==> src/rtl/secuenciador_motores_if.sv <==
// Control and motor bus of the motor dosing sequencer.
interface secuenciador_motores_if #(
    parameter int N_CH  = 3,
    parameter int CNT_W = 5
);
    localparam int CW = (N_CH > 1) ? $clog2(N_CH) : 1;

    logic                    start;
    logic                    pause;
    logic                    abort;
    logic [N_CH*CNT_W-1:0]   ciclos;
    logic [N_CH-1:0]         ch_en;
    logic [N_CH-1:0]         motores;
    logic [N_CH-1:0]         flags;
    logic [CW-1:0]           canal;
    logic                    ocupado;
    logic                    done;

    modport master (
        output start, pause, abort, ciclos, ch_en,
        input  motores, flags, canal, ocupado, done
    );

    modport slave (
        input  start, pause, abort, ciclos, ch_en,
        output motores, flags, canal, ocupado, done
    );
endinterface

==> src/rtl/secuenciador_motores.sv <==
// N-channel motor dosing sequencer: sequential or parallel,
// with pause, abort, channel mask and sticky done flags.
module secuenciador_motores #(
    parameter int N_CH     = 3,
    parameter int CNT_W    = 5,
    parameter int TICK_DIV = 1,
    parameter int MODE     = 0
) (
    input  logic                    clk,
    input  logic                    reset,
    secuenciador_motores_if.slave   bus
);
    localparam int CW = (N_CH > 1) ? $clog2(N_CH) : 1;
    localparam int PW = (TICK_DIV > 1) ? $clog2(TICK_DIV) : 1;

    typedef enum logic [2:0] {
        S_IDLE, S_LOAD, S_RUN, S_PAUSA, S_DONE
    } st_t;

    st_t                          r_st;
    st_t                          w_st_n;
    logic [N_CH-1:0][CNT_W-1:0]   r_cnt;
    logic [N_CH-1:0][CNT_W-1:0]   w_cnt_n;
    logic [PW-1:0]                r_pre;
    logic [PW-1:0]                w_pre_n;
    logic [N_CH-1:0]              r_flags;
    logic [N_CH-1:0]              w_flags_n;
    logic [N_CH-1:0]              r_mot;
    logic [CW-1:0]                r_canal;
    logic                         r_ocup;
    logic                         r_done;
    logic                         w_tick;
    logic [N_CH-1:0]              w_nz;
    logic [N_CH-1:0]              w_oh;
    logic [CW-1:0]                w_idx;

    always_comb begin
        w_tick    = (r_pre == PW'(TICK_DIV - 1));
        w_st_n    = r_st;
        w_cnt_n   = r_cnt;
        w_pre_n   = r_pre;
        w_flags_n = r_flags;
        unique case (r_st)
            S_IDLE: begin
                if (bus.start) w_st_n = S_LOAD;
            end
            S_LOAD: begin
                w_st_n    = S_RUN;
                w_pre_n   = '0;
                w_flags_n = '0;
                for (int k = 0; k < N_CH; k++) begin
                    w_cnt_n[k] = bus.ch_en[k] ?
                        bus.ciclos[k*CNT_W +: CNT_W] : '0;
                end
            end
            S_RUN: begin
                // pause wins over tick: no decrement that cycle
                if (bus.pause) begin
                    w_st_n = S_PAUSA;
                end else begin
                    w_pre_n = w_tick ? '0 : r_pre + PW'(1);
                    if (w_tick) begin
                        if (MODE != 0) begin
                            for (int k = 0; k < N_CH; k++) begin
                                if (r_cnt[k] != '0)
                                    w_cnt_n[k] = r_cnt[k] - CNT_W'(1);
                            end
                        end else begin
                            w_cnt_n[r_canal] = r_cnt[r_canal] - CNT_W'(1);
                        end
                    end
                end
            end
            S_PAUSA: begin
                if (!bus.pause) w_st_n = S_RUN;
            end
            S_DONE: begin
                w_st_n = S_IDLE;
            end
            default: begin
                w_st_n = S_IDLE;
            end
        endcase

        for (int k = 0; k < N_CH; k++) w_nz[k] = |w_cnt_n[k];

        if (r_st == S_LOAD || r_st == S_RUN) begin
            w_flags_n = w_flags_n | ~w_nz;
            if (w_nz == '0) w_st_n = S_DONE;
        end

        if (bus.abort && r_st != S_IDLE) begin
            w_st_n    = S_IDLE;
            w_cnt_n   = '0;
            w_pre_n   = '0;
            w_flags_n = r_flags;
            w_nz      = '0;
        end

        // lowest pending channel, as one-hot and as index
        w_oh  = w_nz & (~w_nz + N_CH'(1));
        w_idx = '0;
        for (int k = N_CH - 1; k >= 0; k--) begin
            if (w_nz[k]) w_idx = CW'(k);
        end
    end

    always_ff @(posedge clk or negedge reset) begin
        if (!reset) begin
            r_st    <= S_IDLE;
            r_cnt   <= '0;
            r_pre   <= '0;
            r_flags <= '0;
            r_mot   <= '0;
            r_canal <= '0;
            r_ocup  <= 1'b0;
            r_done  <= 1'b0;
        end else begin
            r_st    <= w_st_n;
            r_cnt   <= w_cnt_n;
            r_pre   <= w_pre_n;
            r_flags <= w_flags_n;
            r_ocup  <= (w_st_n != S_IDLE);
            r_done  <= (w_st_n == S_DONE);
            if (w_st_n == S_RUN)
                r_mot <= (MODE != 0) ? w_nz : w_oh;
            else
                r_mot <= '0;
            if (MODE == 0 && (w_st_n == S_RUN || w_st_n == S_PAUSA))
                r_canal <= w_idx;
            else
                r_canal <= '0;
        end
    end

    assign bus.motores = r_mot;
    assign bus.flags   = r_flags;
    assign bus.canal   = r_canal;
    assign bus.ocupado = r_ocup;
    assign bus.done    = r_done;
endmodule

==> src/flat_wrapper.sv <==
// flat-port wrapper written by rule: the top's interface ports become plain ports
module secuenciador_motores_flat 
#(
    parameter int N_CH     = 3,
    parameter int CNT_W    = 5,
    parameter int TICK_DIV = 1,
    parameter int MODE     = 0
)
  (clk, reset, bus_start, bus_pause, bus_abort, bus_ciclos, bus_ch_en, bus_motores, bus_flags, bus_canal, bus_ocupado, bus_done);
  secuenciador_motores_if #(.N_CH(N_CH), .CNT_W(CNT_W)) bus_i ();
  input  logic clk;
  input  logic reset;
  input wire logic [$bits(bus_i.start)-1:0] bus_start;
  input wire logic [$bits(bus_i.pause)-1:0] bus_pause;
  input wire logic [$bits(bus_i.abort)-1:0] bus_abort;
  input wire logic [$bits(bus_i.ciclos)-1:0] bus_ciclos;
  input wire logic [$bits(bus_i.ch_en)-1:0] bus_ch_en;
  output wire logic [$bits(bus_i.motores)-1:0] bus_motores;
  output wire logic [$bits(bus_i.flags)-1:0] bus_flags;
  output wire logic [$bits(bus_i.canal)-1:0] bus_canal;
  output wire logic [$bits(bus_i.ocupado)-1:0] bus_ocupado;
  output wire logic [$bits(bus_i.done)-1:0] bus_done;
  assign bus_i.start = bus_start;
  assign bus_i.pause = bus_pause;
  assign bus_i.abort = bus_abort;
  assign bus_i.ciclos = bus_ciclos;
  assign bus_i.ch_en = bus_ch_en;
  assign bus_motores = bus_i.motores;
  assign bus_flags = bus_i.flags;
  assign bus_canal = bus_i.canal;
  assign bus_ocupado = bus_i.ocupado;
  assign bus_done = bus_i.done;
  secuenciador_motores #(.N_CH(N_CH), .CNT_W(CNT_W), .TICK_DIV(TICK_DIV), .MODE(MODE)) u_core (.clk(clk), .reset(reset), .bus(bus_i));
endmodule
==> config.mk <==
export PLATFORM = sky130hd
export DESIGN_NAME = secuenciador_motores_flat
export DESIGN_NICKNAME = d
export VERILOG_FILES = /design/src/rtl/secuenciador_motores_if.sv /design/src/rtl/secuenciador_motores.sv /design/src/flat_wrapper.sv
export SDC_FILE = /design/constraint.sdc
export NUM_CORES = 1
export LEC_CHECK = 0
export CAP_MARGIN = 40
export CORE_ASPECT_RATIO = 2
export CORE_UTILIZATION = 45
export CTS_BUF_LIST = sky130_fd_sc_hd__clkbuf_8
export DETAILED_ROUTE_END_ITERATION = 10
export GPL_ROUTABILITY_DRIVEN = 0
export PLACE_DENSITY = 0.81
export SETUP_SLACK_MARGIN = 0.4
export SLEW_MARGIN = 10
export SYNTH_ARGS = -nofsm -noshare
export SYNTH_HDL_FRONTEND = slang
export SYNTH_SLANG_ARGS = --single-unit
==> constraint.sdc <==
create_clock -name clk -period 5.1 [get_ports clk]
set_input_delay 1.275 -clock clk [delete_from_list [all_inputs] [get_ports clk]]
set_output_delay 1.275 -clock clk [all_outputs]
set_load 0.005 [all_outputs]
==> impl_metrics.env <==
export IMPL_status="finished, final reports clean"
export IMPL_crit_arrival_ns=3.82
export IMPL_drt_first_iter_violations=109
export IMPL_place_inst=234
export IMPL_seq_area_um2=701
export IMPL_ys_flop_type="dfrtp_1"
export IMPL_firstDrtPassIters=6
export IMPL_antenna_cells=0
export IMPL_cts_max_path_buffers=2
export IMPL_fin_crit_sh_pct=70.9
export IMPL_final_cell_mix="32 x clkdlybuf4s50_1, 28 x dfrtp_1, 24 x nor2_1"
export IMPL_finalMaxSlewViolations=0
export IMPL_grt_pass1_vias=1489
export IMPL_final_cells=238
export IMPL_fin_ws_ns=1.48
export IMPL_cp_start_kind="input port"
export IMPL_die_h_um=86.8
export IMPL_insertion_delay_ns=0.28
export IMPL_avgRoutedWirePerCell_um=18.6
export IMPL_syn2layout_area_growth_pct=24.3
export IMPL_core_mm2=0.00342
export IMPL_antenna_found_initial=0
export IMPL_fin_nets=215
export IMPL_drive_above_1_share_pct=8.95
export IMPL_final_common_cell="clkdlybuf4s50_1"
export IMPL_tns_ns=0
export IMPL_avgSynthCellArea_um2=9.99
export IMPL_seq_area_frac_synth_pct=43.3
export IMPL_pre_cts_ws_ns=1.23
export IMPL_h_tree_depth=1
export IMPL_syn_nets=186
export IMPL_worst_slew_pin_slew_ns=0.735
export IMPL_cts_root_buf="clkbuf_8"
export IMPL_num_vias=1463
export IMPL_synth_warnings=0
export IMPL_synth_area_mm2=0.00162
export IMPL_viasPerCell=6.15
export IMPL_crit_fanout=6
export IMPL_rows=30
export IMPL_die_area_mm2=0.00386
export IMPL_synthDistinctLibCells=43
export IMPL_clk_pin_slew_ns=0.10
export IMPL_synth_edff_count=0
export IMPL_ctsResizeCount=0
export IMPL_power_density_mw_per_mm2=626
export IMPL_rsz0062_at_grt="no"
export IMPL_place_port_buffers=32
export IMPL_drcViolationCount=0
export IMPL_grt_pass1_wl_um=6830
export IMPL_leakage_uw=0.000853
export IMPL_whs_ns=0.524
export IMPL_finalSetupViolCount=0
export IMPL_max_freq_ghz=0.277
export IMPL_pin_count=33
export IMPL_hold_violations=0
export IMPL_cts_tree="built"
export IMPL_ant_nets=0
export IMPL_path_class="input port to flip-flop"
export IMPL_post_cts_buffers=0
export IMPL_grt_use_total_pct=24.5
export IMPL_hp_class="flip-flop to flip-flop"
export IMPL_multi_input_area_um2=826
export IMPL_postCtsHoldBufs=0
export IMPL_cp_end_kind="flip-flop"
export IMPL_hpwlAfterDp_um=3310
export IMPL_required_ns=5.30
export IMPL_fp_dieW_um=44.4
export IMPL_grt_max_degree=29
export IMPL_clock_skew_ns=0.00830
export IMPL_drt_total_wl_um=4420
export IMPL_cts_sinks=28
export IMPL_fillers=293
export IMPL_relSlewSlack_pct=50.5
export IMPL_cap_viol_max_count=0
export IMPL_postSynthCellCount=162
export IMPL_async_flop_share_pct=100
export IMPL_finalCriticalPeriod_ns=3.62
export IMPL_numCtsBuffers=3
export IMPL_start_util_pct=47.4
export IMPL_ir_worst_vdd_uv=321
export IMPL_synth_seq_cells=28
export IMPL_grt_ovfl_total=0
==> stage by stage <==
step / power (µW) / util [%] / cell area (µm²)
finish: 1260 / 58.9 / 2010
floorplan: 860 / - / 1620
global placement: 1040 / 56.8 / 1940
detailed placement: 1060 / 56.8 / 1940
global route: 1330 / 58.9 / 2010
CTS: 1240 / 58.9 / 2010
==> cell usage after synthesis (2+ instances only) <==
library cell / n / share of area [%]
o2bb2ai_1: 3 / 1.6
xor2_1: 2 / 1.1
nor3_1: 6 / 1.9
and3_1: 2 / 0.77
mux2i_4: 2 / 2.8
xnor2_1: 3 / 1.6
a21oi_1: 4 / 1.2
a22o_1: 2 / 1.1
a221oi_1: 3 / 1.6
and2_1: 5 / 1.9
clkbuf_1: 2 / 0.46
a22oi_1: 2 / 0.93
nor2_1: 24 / 5.6
mux2i_1: 4 / 2.5
buf_4: 2 / 0.93
o21ai_0: 7 / 2.2
nor3b_2: 3 / 2.3
inv_1: 7 / 1.6
nand2b_1: 2 / 0.77
a222oi_1: 10 / 6.2
dfrtp_1: 28 / 43
nand2_1: 7 / 1.6
buf_6: 3 / 2.1
nor3b_1: 3 / 1.4
buf_2: 2 / 0.62
nor2b_1: 7 / 2.7
==> final cells by class <==
cell class              count  area share [%]
clock buffers               3            2.05
clock inverters             1            1.49
inverters                   7            1.31
multi-input cells         118            41.0
flip-flops and latches     28            34.8
well taps                  48            2.99
repair buffers             33            16.3
==> path summary, 6_finish.rpt <==
check | start | to | slack [ns] | cells after the start
setup / recovery | bus_pause | u_core.bus.ocupado | 1.48 | 8
hold / removal | u_core.bus.flags[0] | u_core.bus.flags[0] | 0.52 | 2
setup reg to reg | u_core.bus.canal[1] | u_core.bus.ocupado | 1.72 | 10
hold reg to reg | u_core.bus.flags[0] | u_core.bus.flags[0] | 0.52 | 2
max in group asynchronous | reset | u_core.bus.flags[0] | 3.46 | 2
min in group asynchronous | reset | u_core.r_st[2] | 1.35 | 2
==> per-layer routing <==
| metal | share of wire (%) | vias to the layer above | global-route usage (%) |
|---|---|---|---|
| li1 | - | 648 | - |
| met5 | 0 | - | 0 |
| met2 | 56 | 80 | 44.3 |
| met4 | 4.3 | 0 | 15.2 |
| met3 | 5.9 | 18 | 4.17 |
| met1 | 34 | 717 | 24.3 |
==> logic make-up after synthesis <==
group	share of synthesized area (%)
flops	43.3
simple gates	24.3
xor+xnor	2.71
fa+ha+maj	0.773
mux	5.25
compound gates	17.9
buf+inv	5.72
==> registers in the layout (all words and copies together), names as in the netlist <==
register,cells
u_core.bus.motores,3
u_core.r_st,3
u_core.bus.flags,3
u_core.bus.canal,2
u_core.bus.done,1
u_core.bus.ocupado,1
u_core.r_cnt,15
==> critical path, stage by stage <==
cell and delay (ns):
clkdlybuf4s50_1 0.47, nor3b_1 0.24, and2_1 0.27, nor2_1 0.11, a222oi_1 0.55, nand4_1 0.26, or4_4 0.57, o211ai_2 0.09
==> power by group <==
part	total (µW)	switching, µW	internal [µW]
combinational	677	374	303
clock	175	70.2	105
sequential	407	98.0	309
total	1260	542	717
Note: power is estimated with default switching activity, not from simulation.
